`src/rtl/calc_entry_fsm.sv`:
```
// Hex calculator key-entry controller: collects two operands and an operator
// from one-cycle key events, then computes and holds the result for display.
module calc_entry_fsm #(
  parameter int WIDTH = 16
) (
  input  logic             clk,
  input  logic             rst,
  input  logic             sel,
  input  logic [4:0]       val,
  output logic [WIDTH-1:0] operand_a,
  output logic [WIDTH-1:0] operand_b,
  output logic [2:0]       op_code,
  output logic [WIDTH-1:0] result,
  output logic [WIDTH-1:0] display_value,
  output logic [1:0]       state,
  output logic             result_valid,
  output logic             overflow
);

  localparam int N  = WIDTH / 4;
  localparam int CW = $clog2(N + 1);
  localparam logic [CW-1:0] CNT_FULL = CW'(N);

  localparam logic [4:0] KEY_ADD  = 5'h10;
  localparam logic [4:0] KEY_MULT = 5'h11;
  localparam logic [4:0] KEY_AND  = 5'h12;
  localparam logic [4:0] KEY_EXE  = 5'h13;
  localparam logic [4:0] KEY_SUB  = 5'h14;
  localparam logic [4:0] KEY_OR   = 5'h15;
  localparam logic [4:0] KEY_CE   = 5'h16;
  localparam logic [4:0] KEY_CLR  = 5'h17;

  localparam logic [2:0] OP_ADD  = 3'd0;
  localparam logic [2:0] OP_SUB  = 3'd1;
  localparam logic [2:0] OP_MULT = 3'd2;
  localparam logic [2:0] OP_AND  = 3'd3;
  localparam logic [2:0] OP_OR   = 3'd4;

  typedef enum logic [1:0] {
    ENTER_A     = 2'd0,
    ENTER_B     = 2'd1,
    SHOW_RESULT = 2'd2
  } state_t;

  state_t          state_q;
  logic [CW-1:0]   a_cnt;
  logic [CW-1:0]   b_cnt;

  logic            is_digit;
  logic            is_op;
  logic [2:0]      key_op;
  logic [WIDTH-1:0] digit_ext;
  logic            do_clear;

  logic [WIDTH:0]     sum;
  logic [2*WIDTH-1:0] prod;
  logic [WIDTH-1:0]   alu_res;
  logic               alu_ovf;

  assign state     = state_q;
  assign is_digit  = ~val[4];
  assign digit_ext = WIDTH'(val[3:0]);

  // Unreachable encoding 3 falls back to the reset values on the next edge.
  assign do_clear = rst || (state_q == state_t'(2'd3)) || (sel && val == KEY_CLR);

  always_comb begin
    is_op  = 1'b1;
    key_op = OP_ADD;
    case (val)
      KEY_ADD:  key_op = OP_ADD;
      KEY_SUB:  key_op = OP_SUB;
      KEY_MULT: key_op = OP_MULT;
      KEY_AND:  key_op = OP_AND;
      KEY_OR:   key_op = OP_OR;
      default:  is_op  = 1'b0;
    endcase
  end

  always_comb begin
    sum     = {1'b0, operand_a} + {1'b0, operand_b};
    prod    = {{WIDTH{1'b0}}, operand_a} * {{WIDTH{1'b0}}, operand_b};
    alu_res = '0;
    alu_ovf = 1'b0;
    case (op_code)
      OP_ADD: begin
        alu_res = sum[WIDTH-1:0];
        alu_ovf = sum[WIDTH];
      end
      OP_SUB: begin
        alu_res = operand_a - operand_b;
        alu_ovf = operand_a < operand_b;
      end
      OP_MULT: begin
        alu_res = prod[WIDTH-1:0];
        alu_ovf = |prod[2*WIDTH-1:WIDTH];
      end
      OP_AND:  alu_res = operand_a & operand_b;
      OP_OR:   alu_res = operand_a | operand_b;
      default: alu_res = '0;
    endcase
  end

  always_comb begin
    display_value = '0;
    case (state_q)
      ENTER_A:     display_value = operand_a;
      ENTER_B:     display_value = (b_cnt != '0) ? operand_b : operand_a;
      SHOW_RESULT: display_value = result;
      default:     display_value = '0;
    endcase
  end

  always_ff @(posedge clk) begin
    if (do_clear) begin
      state_q      <= ENTER_A;
      operand_a    <= '0;
      operand_b    <= '0;
      a_cnt        <= '0;
      b_cnt        <= '0;
      op_code      <= OP_ADD;
      result       <= '0;
      result_valid <= 1'b0;
      overflow     <= 1'b0;
    end else begin
      result_valid <= 1'b0;
      if (sel) begin
        case (state_q)
          ENTER_A: begin
            if (is_digit) begin
              if (a_cnt != CNT_FULL) begin
                operand_a <= (operand_a << 4) | digit_ext;
                a_cnt     <= a_cnt + CW'(1);
              end
            end else if (is_op) begin
              op_code   <= key_op;
              operand_b <= '0;
              b_cnt     <= '0;
              state_q   <= ENTER_B;
            end else if (val == KEY_CE) begin
              operand_a <= '0;
              a_cnt     <= '0;
              overflow  <= 1'b0;
            end
          end
          ENTER_B: begin
            if (is_digit) begin
              if (b_cnt != CNT_FULL) begin
                operand_b <= (operand_b << 4) | digit_ext;
                b_cnt     <= b_cnt + CW'(1);
              end
            end else if (is_op) begin
              if (b_cnt == '0) op_code <= key_op;
            end else if (val == KEY_EXE) begin
              result       <= alu_res;
              overflow     <= alu_ovf;
              result_valid <= 1'b1;
              state_q      <= SHOW_RESULT;
            end else if (val == KEY_CE) begin
              operand_b <= '0;
              b_cnt     <= '0;
              overflow  <= 1'b0;
            end
          end
          SHOW_RESULT: begin
            // Every exit from here drops the sticky overflow of the old result.
            if (is_digit) begin
              operand_a <= digit_ext;
              a_cnt     <= CW'(1);
              operand_b <= '0;
              b_cnt     <= '0;
              overflow  <= 1'b0;
              state_q   <= ENTER_A;
            end else if (is_op) begin
              operand_a <= result;
              a_cnt     <= CNT_FULL;
              op_code   <= key_op;
              operand_b <= '0;
              b_cnt     <= '0;
              overflow  <= 1'b0;
              state_q   <= ENTER_B;
            end else if (val == KEY_CE) begin
              operand_a <= '0;
              a_cnt     <= '0;
              overflow  <= 1'b0;
              state_q   <= ENTER_A;
            end
          end
          default: state_q <= ENTER_A;
        endcase
      end
    end
  end

endmodule

```
`config.mk`:
```
export PLATFORM = sky130hd
export DESIGN_NAME = calc_entry_fsm
export DESIGN_NICKNAME = d
export VERILOG_FILES = /design/src/rtl/calc_entry_fsm.sv
export SDC_FILE = /design/constraint.sdc
export NUM_CORES = 1
export LEC_CHECK = 0
export ABC_AREA = 1
export ABC_CLOCK_PERIOD_IN_PS = 5530
export CAP_MARGIN = 40
export CORE_ASPECT_RATIO = 0.6
export CORE_UTILIZATION = 57
export DETAILED_ROUTE_END_ITERATION = 8
export HOLD_SLACK_MARGIN = 0.08
export PLACE_DENSITY = 0.82
export SYNTH_ARGS = -nofsm -noshare
export SYNTH_HDL_FRONTEND = slang
export SYNTH_SLANG_ARGS = --single-unit
```
`constraint.sdc`:
```
create_clock -name clk -period 5.53 [get_ports clk]
set_clock_uncertainty 0.15 [all_clocks]
set_input_delay 0.8295 -clock clk [delete_from_list [all_inputs] [get_ports clk]]
set_output_delay 0.8295 -clock clk [all_outputs]
set_load 0.05 [all_outputs]
```
==> results of run 1 <==
-- timing repair --
action / in CTS / in global routing
pin swaps: 15 / 7
buffers inserted: 17 / 2
setup endpoints to repair: 7 / 9
gates resized for setup: 47 / 19
-- worst paths after layout --
| kind | endpoint | cells after the start | slack [ns] |
|---|---|---|---|
| worst min-delay path | result[4]$_SDFFE_PP0P_ | 2 | 0.34 |
| worst min register to register | result[4]$_SDFFE_PP0P_ | 2 | 0.34 |
| worst max register to register | overflow$_SDFFE_PP0P_ | 31 | -0.20 |
| worst max-delay path | overflow$_SDFFE_PP0P_ | 31 | -0.20 |
-- worst max-delay path: cells and delay by family, from the launching register on --
family / cells / cell delay [ns]
simple gates: 16 / 1.39
buf+inv: 7 / 0.47
fa+ha+maj: 7 / 3.16
compound gates: 1 / 0.05
flops: 1 / 0.39
-- flip-flops by register name (all words and copies together) (netlist names) --
signal,flops
result_valid,1
op_code,3
overflow,1
result,16
operand_b,16
operand_a,16
b_cnt,3
a_cnt,3
state,2
-- power by group through the flow --
stage	clock (mW)	combinational, mW	sequential (mW)
finish	0.596	0.306	0.453
global route	0.610	0.317	0.454
CTS	0.597	0.287	0.452
detailed placement	0	0.284	0.462
global placement	0	0.282	0.462
floorplan	0	0.167	0.471
-- kinds of logic (layout without fill, tap and decap cells) --
group                    count (synthesis)  in the layout  share of synthesized area, %
AND/OR/NAND/NOR                        860            860                          23.4
buffers and inverters                  633            808                          16.4
adder cells (fa/ha/maj)                356            356                          40.3
AO/OA/AOI/OAI                          285            285                          11.1
flip-flops                              61             61                          8.30
XOR/XNOR                                 8              8                         0.476
-- through the flow --
step / power [mW] / setup WS (ns) / hold WS (ns) / area, µm²
finish: 1.35 / -0.200 / 0.335 / 17800
global placement: 0.743 / -0.290 / 0.322 / 17000
floorplan: 0.638 / 0.00321 / 0.312 / 15200
detailed placement: 0.746 / -0.290 / 0.328 / 17000
global route: 1.38 / -0.468 / 0.368 / 17800
CTS: 1.34 / -0.158 / 0.333 / 17700
-- final cells by class --
cell class	count	area, µm²
Timing Repair Buffer	260	2290
Tap cell	329	412
Fill cell	2131	7520
Sequential cell	61	1330
Clock inverter	2	11.3
Inverter	532	2000
Clock buffer	14	295
Multi-Input combinational cell	1509	11500
-- Yosys cell counts, types with 2 or more instances --
cell,number
a211oi_1,2
a21o_1,2
a21oi_1,138
a31oi_1,21
buf_1,15
buf_2,15
buf_6,2
clkbuf_1,67
dfxtp_1,61
fa_1,196
ha_1,160
inv_1,524
inv_2,6
nand2_1,660
nand2_2,2
nand3_1,64
nand3b_1,5
nand4_1,8
nor2_1,87
nor2_2,4
nor3_1,12
nor3_4,2
nor4_1,4
o211ai_1,8
o21a_1,2
o21ai_0,68
o21ai_1,2
o21bai_1,2
o221ai_1,8
o22ai_1,7
o31ai_1,2
o32ai_1,12
or2_2,9
xnor2_1,5
xor2_1,3
-- metal layers --
metal / share of wire, % / GRT usage, % / vias up
met5: 0.026 / 0 / -
met4: 2.0 / 9.04 / 2
met3: 16 / 13.5 / 86
met2: 40 / 53.6 / 992
met1: 42 / 56.0 / 7172
li1: - / - / 6977
==> reports/summary.txt, run 1 <==
Syn Std Cell Area: 14700 µm²
Int Power: 887 µW
Layout cells sized above 1: 13.6%
Wirelength per Cell: 18.5 µm
Die span in x: 209 µm
Htree depth: 3
DIE AREA: 26500 µm²
Netlist cell types: 53
Core ar.: 25300 µm²
Drc violations: 0
Tmin final: 5.73 ns
All-layer global routing usage: 38.3%
Cts hold-fix bufs: 0
Finished Layout Cells: 2707
Worst Hold Launch: result[4]$_SDFFE_PP0P_
Sw power: 468 µW
Clk pwr share: 44.0%
Area share of the largest cell type after synthesis: 26.7%
CTS tree: built
Failing checks: negative setup slack
Leakage power: 9.12 nW
Detailed Place HPWL: 41100 µm
Via count: 15200
Initial core utilization: 58.1%
Clk root buf: clkbuf_16
Outcome: finished with violations
Crit path max fanout: 6
Most used DFF post-synth: dfxtp_1
Clk pin slew, worst setup/hold paths: 0.06 ns
Syn nets: 2567
Port Buf Inserts: 78
Initial DRT Pass Iterations: 7
Setup crit end kind: flop
Worst setup margin: -0.200 ns
Measured slew at the worst slew-check pin: 0.985 ns
Clk sinks: 61
Req. time, crit path: 5.61 ns
Final setup vio count: 7
Vias in the first global route: 14400
Drt via density: 5.63
Reg-to-Reg Start: operand_a[8]$_SDFFE_PP0P_
First-pass GRT wire length: 78000 µm
WL final: 50100 µm
RSZ-0062 raised after global routing: true
EDFF count, synth: 0
Hold Vio Cnt, Final: 0
Ys async rst share: 0%
Fin util: 70.3%
Commonest non-fill, non-tap cell in the layout: nand2_1
I/O Pins: 79
Final GP Congestion: 1.05
Switching fraction of total power: 34.5%
Synthesis-to-finish area growth: 21.1%
Slew HR: 34.3%
Crit path kind: reg -> reg
Fin. max-slew vios: 0
Avg Synthesized Cell Area: 6.68 µm²
Clock latency on the worst-skew pair: 0.36 ns
Global route overflow: 0
Clock Path Buffers: 2
Nets: 2737
Sequential share of power: 33.5%
Rows: 45
Synth top area cells: fa_1 (27%), nand2_1 (17%), ha_1 (14%)
Yosys reg bits: 61
Initial antenna violation count: 1
Final setup TNS: -0.791 ns
Final ANT Viol Nets: 0
Worst vdd ir: 0.000136 V
Largest net degree at the start of global routing: 32
Synth warn: 0
Cell taking the most area after synthesis: fa_1
Register area share after synthesis: 8.30%
DR iter-0 viols: 2085
Slowest Stage Delay on Critical Path: 0.50 ns
CP arrival: 5.81 ns
# diodes: 0
Die H: 126 µm
Comb power frac: 22.6%
Placed cell count: 2672
Power density cells: 76.0 nW/µm²
Crit start category: flop
Crit path from: operand_a[8]$_SDFFE_PP0P_
Mapped Cells: 2203
Hold Path Class: reg -> reg
CP dominant cell by count: nand2_1
Commonest non-fill, non-tap cells in the layout: nand2_1 (643), inv_1 (521), fa_1 (195)
Final period utilization: 104%
Crit-path slowest cell: fa_1
Total CTS buffers: 9
Fmax: 175 MHz
Max cap viols: 0
Power figures use the tool's default switching activity.
==> run 2, diff against run 1 <==
--- a/config.mk
+++ b/config.mk
@@ -7,9 +7,9 @@
 export LEC_CHECK = 0
 export ABC_AREA = 1
 export ABC_CLOCK_PERIOD_IN_PS = 5530
-export CAP_MARGIN = 40
 export CORE_ASPECT_RATIO = 0.6
 export CORE_UTILIZATION = 57
+export CTS_CLUSTER_SIZE = 8
 export DETAILED_ROUTE_END_ITERATION = 8
 export HOLD_SLACK_MARGIN = 0.08
 export PLACE_DENSITY = 0.82
==> run 2 against run 1 <==
Net effect:
- the flow finishes with violations (design-rule violations, negative setup slack)
- maximum frequency decreased by 0.98%
- non-clock buffer count decreased by 3
- largest cell class unchanged
- combinational power about the same
- critical path type unchanged
==> reports/summary.txt, run 2 (synthesis gave the netlist of run 1 again) <==
All-layer global routing usage: 38.0%
Power density cells: 75.2 nW/µm²
Commonest non-fill, non-tap cells in the layout: nand2_1 (638), inv_1 (520), fa_1 (194)
Reg2reg path depth: 28
Max cap viols: 0
Port Buf Inserts: 78
Drc violations: 1
Vias in the first global route: 14400
Wirelength per Cell: 18.5 µm
Worst hold margin: 0.343 ns
Clk root buf: clkbuf_16
Layout cells sized above 1: 13.7%
RSZ-0062 raised after global routing: true
Met3 Resource Use GR: 12.3%
Top flop regs: operand_a x16, operand_b x16, result x16
Final setup TNS: -1.07 ns
Rows: 45
Via count: 15200
FF-to-FF End: result[15]$_SDFFE_PP0P_
Global route overflow: 0
Hold Path End: result[4]$_SDFFE_PP0P_
Crit path kind: reg -> reg
Worst setup margin: -0.257 ns
Crit path max fanout: 6
Detailed Place HPWL: 41000 µm
Leakage power: 9.05 nW
Register area: 1330 µm²
Fill cells: 2122
Multi-input combinational cell area: 11500 µm²
Clk sinks: 61
Final GP Congestion: 1.05
Failing checks: design-rule violations, negative setup slack
Worst Hold Launch: result[4]$_SDFFE_PP0P_
Hold Vio Cnt, Final: 0
Reg-to-Reg Start: operand_a[8]$_SDFFE_PP0P_
Worst hold path cell count: 2
First-pass GRT wire length: 77500 µm
Slew HR: 30.1%
Nets: 2734
Crit start category: flop
Slowest Stage Delay on Critical Path: 0.53 ns
Fin. max-slew vios: 0
Measured slew at the worst slew-check pin: 1.05 ns
WL final: 50000 µm
CP arrival: 5.86 ns
Final setup vio count: 8
Met2 Use GR: 52.9%
DIE AREA: 26500 µm²
Final Instance Area: 17700 µm²
Initial core utilization: 58.1%
Die span in x: 209 µm
Worst reg2reg setup slack: -0.26 ns
Drt via density: 5.64
Commonest non-fill, non-tap cell in the layout: nand2_1
Tot Pwr: 1.33 mW
Initial antenna violation count: 0
Htree depth: 3
Outcome: finished with violations
Clock Path Buffers: 2
Worst vdd ir: 0.000141 V
Synthesis-to-finish area growth: 20.4%
Largest net degree at the start of global routing: 32
Placed cell count: 2671
Setup crit end kind: flop
Initial DRT Pass Iterations: 9
I/O Pins: 79
Tmin final: 5.79 ns
Total CTS buffers: 9
Finished Layout Cells: 2704
CTS tree: built
Clock latency on the worst-skew pair: 0.36 ns
Hold Path Class: reg -> reg
Grt met1 use: 56.3%
# diodes: 0
DR iter-0 viols: 1957
Clk pin slew, worst setup/hold paths: 0.06 ns
Req. time, crit path: 5.61 ns
Fmax: 173 MHz
Core ar.: 25300 µm²
Final ANT Viol Nets: 0
Placed Area: 17000 µm²
Die H: 126 µm
GR peak layer: met1
Final period utilization: 105%
Crit-path slowest cell: fa_1
-- run 2: cell types whose count changed in the layout (fill, tap and decap cells not counted), moves of 3 or more --
cell | before | now
buf_12 | 9 | 6
nand2_1 | 643 | 638
nand2_2 | 15 | 22
buf_4 | 168 | 171
-- run 2: layer usage --
metal  share of wire [%]  vias up
li1                    -     6973
met1                  43     7199
met4                 2.4        2
met3                  14       95
met5               0.090        -
met2                  40      973
-- run 2: how the worst max path moves through the flow --
| stage | startpoint | endpoint |
|---|---|---|
| 6_report | operand_a[8]$_SDFFE_PP0P_ | result[15]$_SDFFE_PP0P_ |
| 5_1_grt | operand_a[9]$_SDFFE_PP0P_ | overflow$_SDFFE_PP0P_ |
| 4_1_cts | operand_a[8]$_SDFFE_PP0P_ | overflow$_SDFFE_PP0P_ |
| 3_5_place_dp | operand_a[7]$_SDFFE_PP0P_ | overflow$_SDFFE_PP0P_ |
| 3_3_place_gp | operand_b[7]$_SDFFE_PP0P_ | overflow$_SDFFE_PP0P_ |
| 2_1_floorplan | operand_b[1]$_SDFFE_PP0P_ | overflow$_SDFFE_PP0P_ |
-- run 2: repair_timing --
action / 4_1_cts / 5_1_grt
cloned: 0 / 0
setup endpoints to repair: 7 / 9
resized for setup: 46 / 24
hold buffers: 0 / 0
buffers inserted: 13 / 4
pin swaps: 11 / 18
-- run 2: report_power, final --
group | switching, mW | internal (mW)
sequential | 0.0181 | 0.435
clock | 0.231 | 0.342
combinational | 0.222 | 0.0841
total | 0.471 | 0.861
-- run 2: final cells by class --
type | count | area share, %
well taps | 329 | 2.32
clock buffers | 13 | 1.53
multi-input cells | 1509 | 64.8
clock inverters | 3 | 0.0918
repair buffers | 257 | 12.5
flip-flops and latches | 61 | 7.52
inverters | 532 | 11.3
-- run 2: critical path: cells and delay by family (launching register included) --
family	cells	cell delay (ns)
buffers and inverters	9	0.73
DFF	1	0.38
and+or+nand+nor	8	0.73
AOI/OAI and AO/OA	4	0.40
adders and majority gates	7	3.25
-- run 2: metrics by stage --
step	util (%)	setup WS, ns
final	69.9	-0.257
after global routing	69.9	-0.460
after CTS	69.5	-0.145
after detailed placement	67.1	-0.324
after global placement	67.1	-0.290
after floorplan	-	0.00321
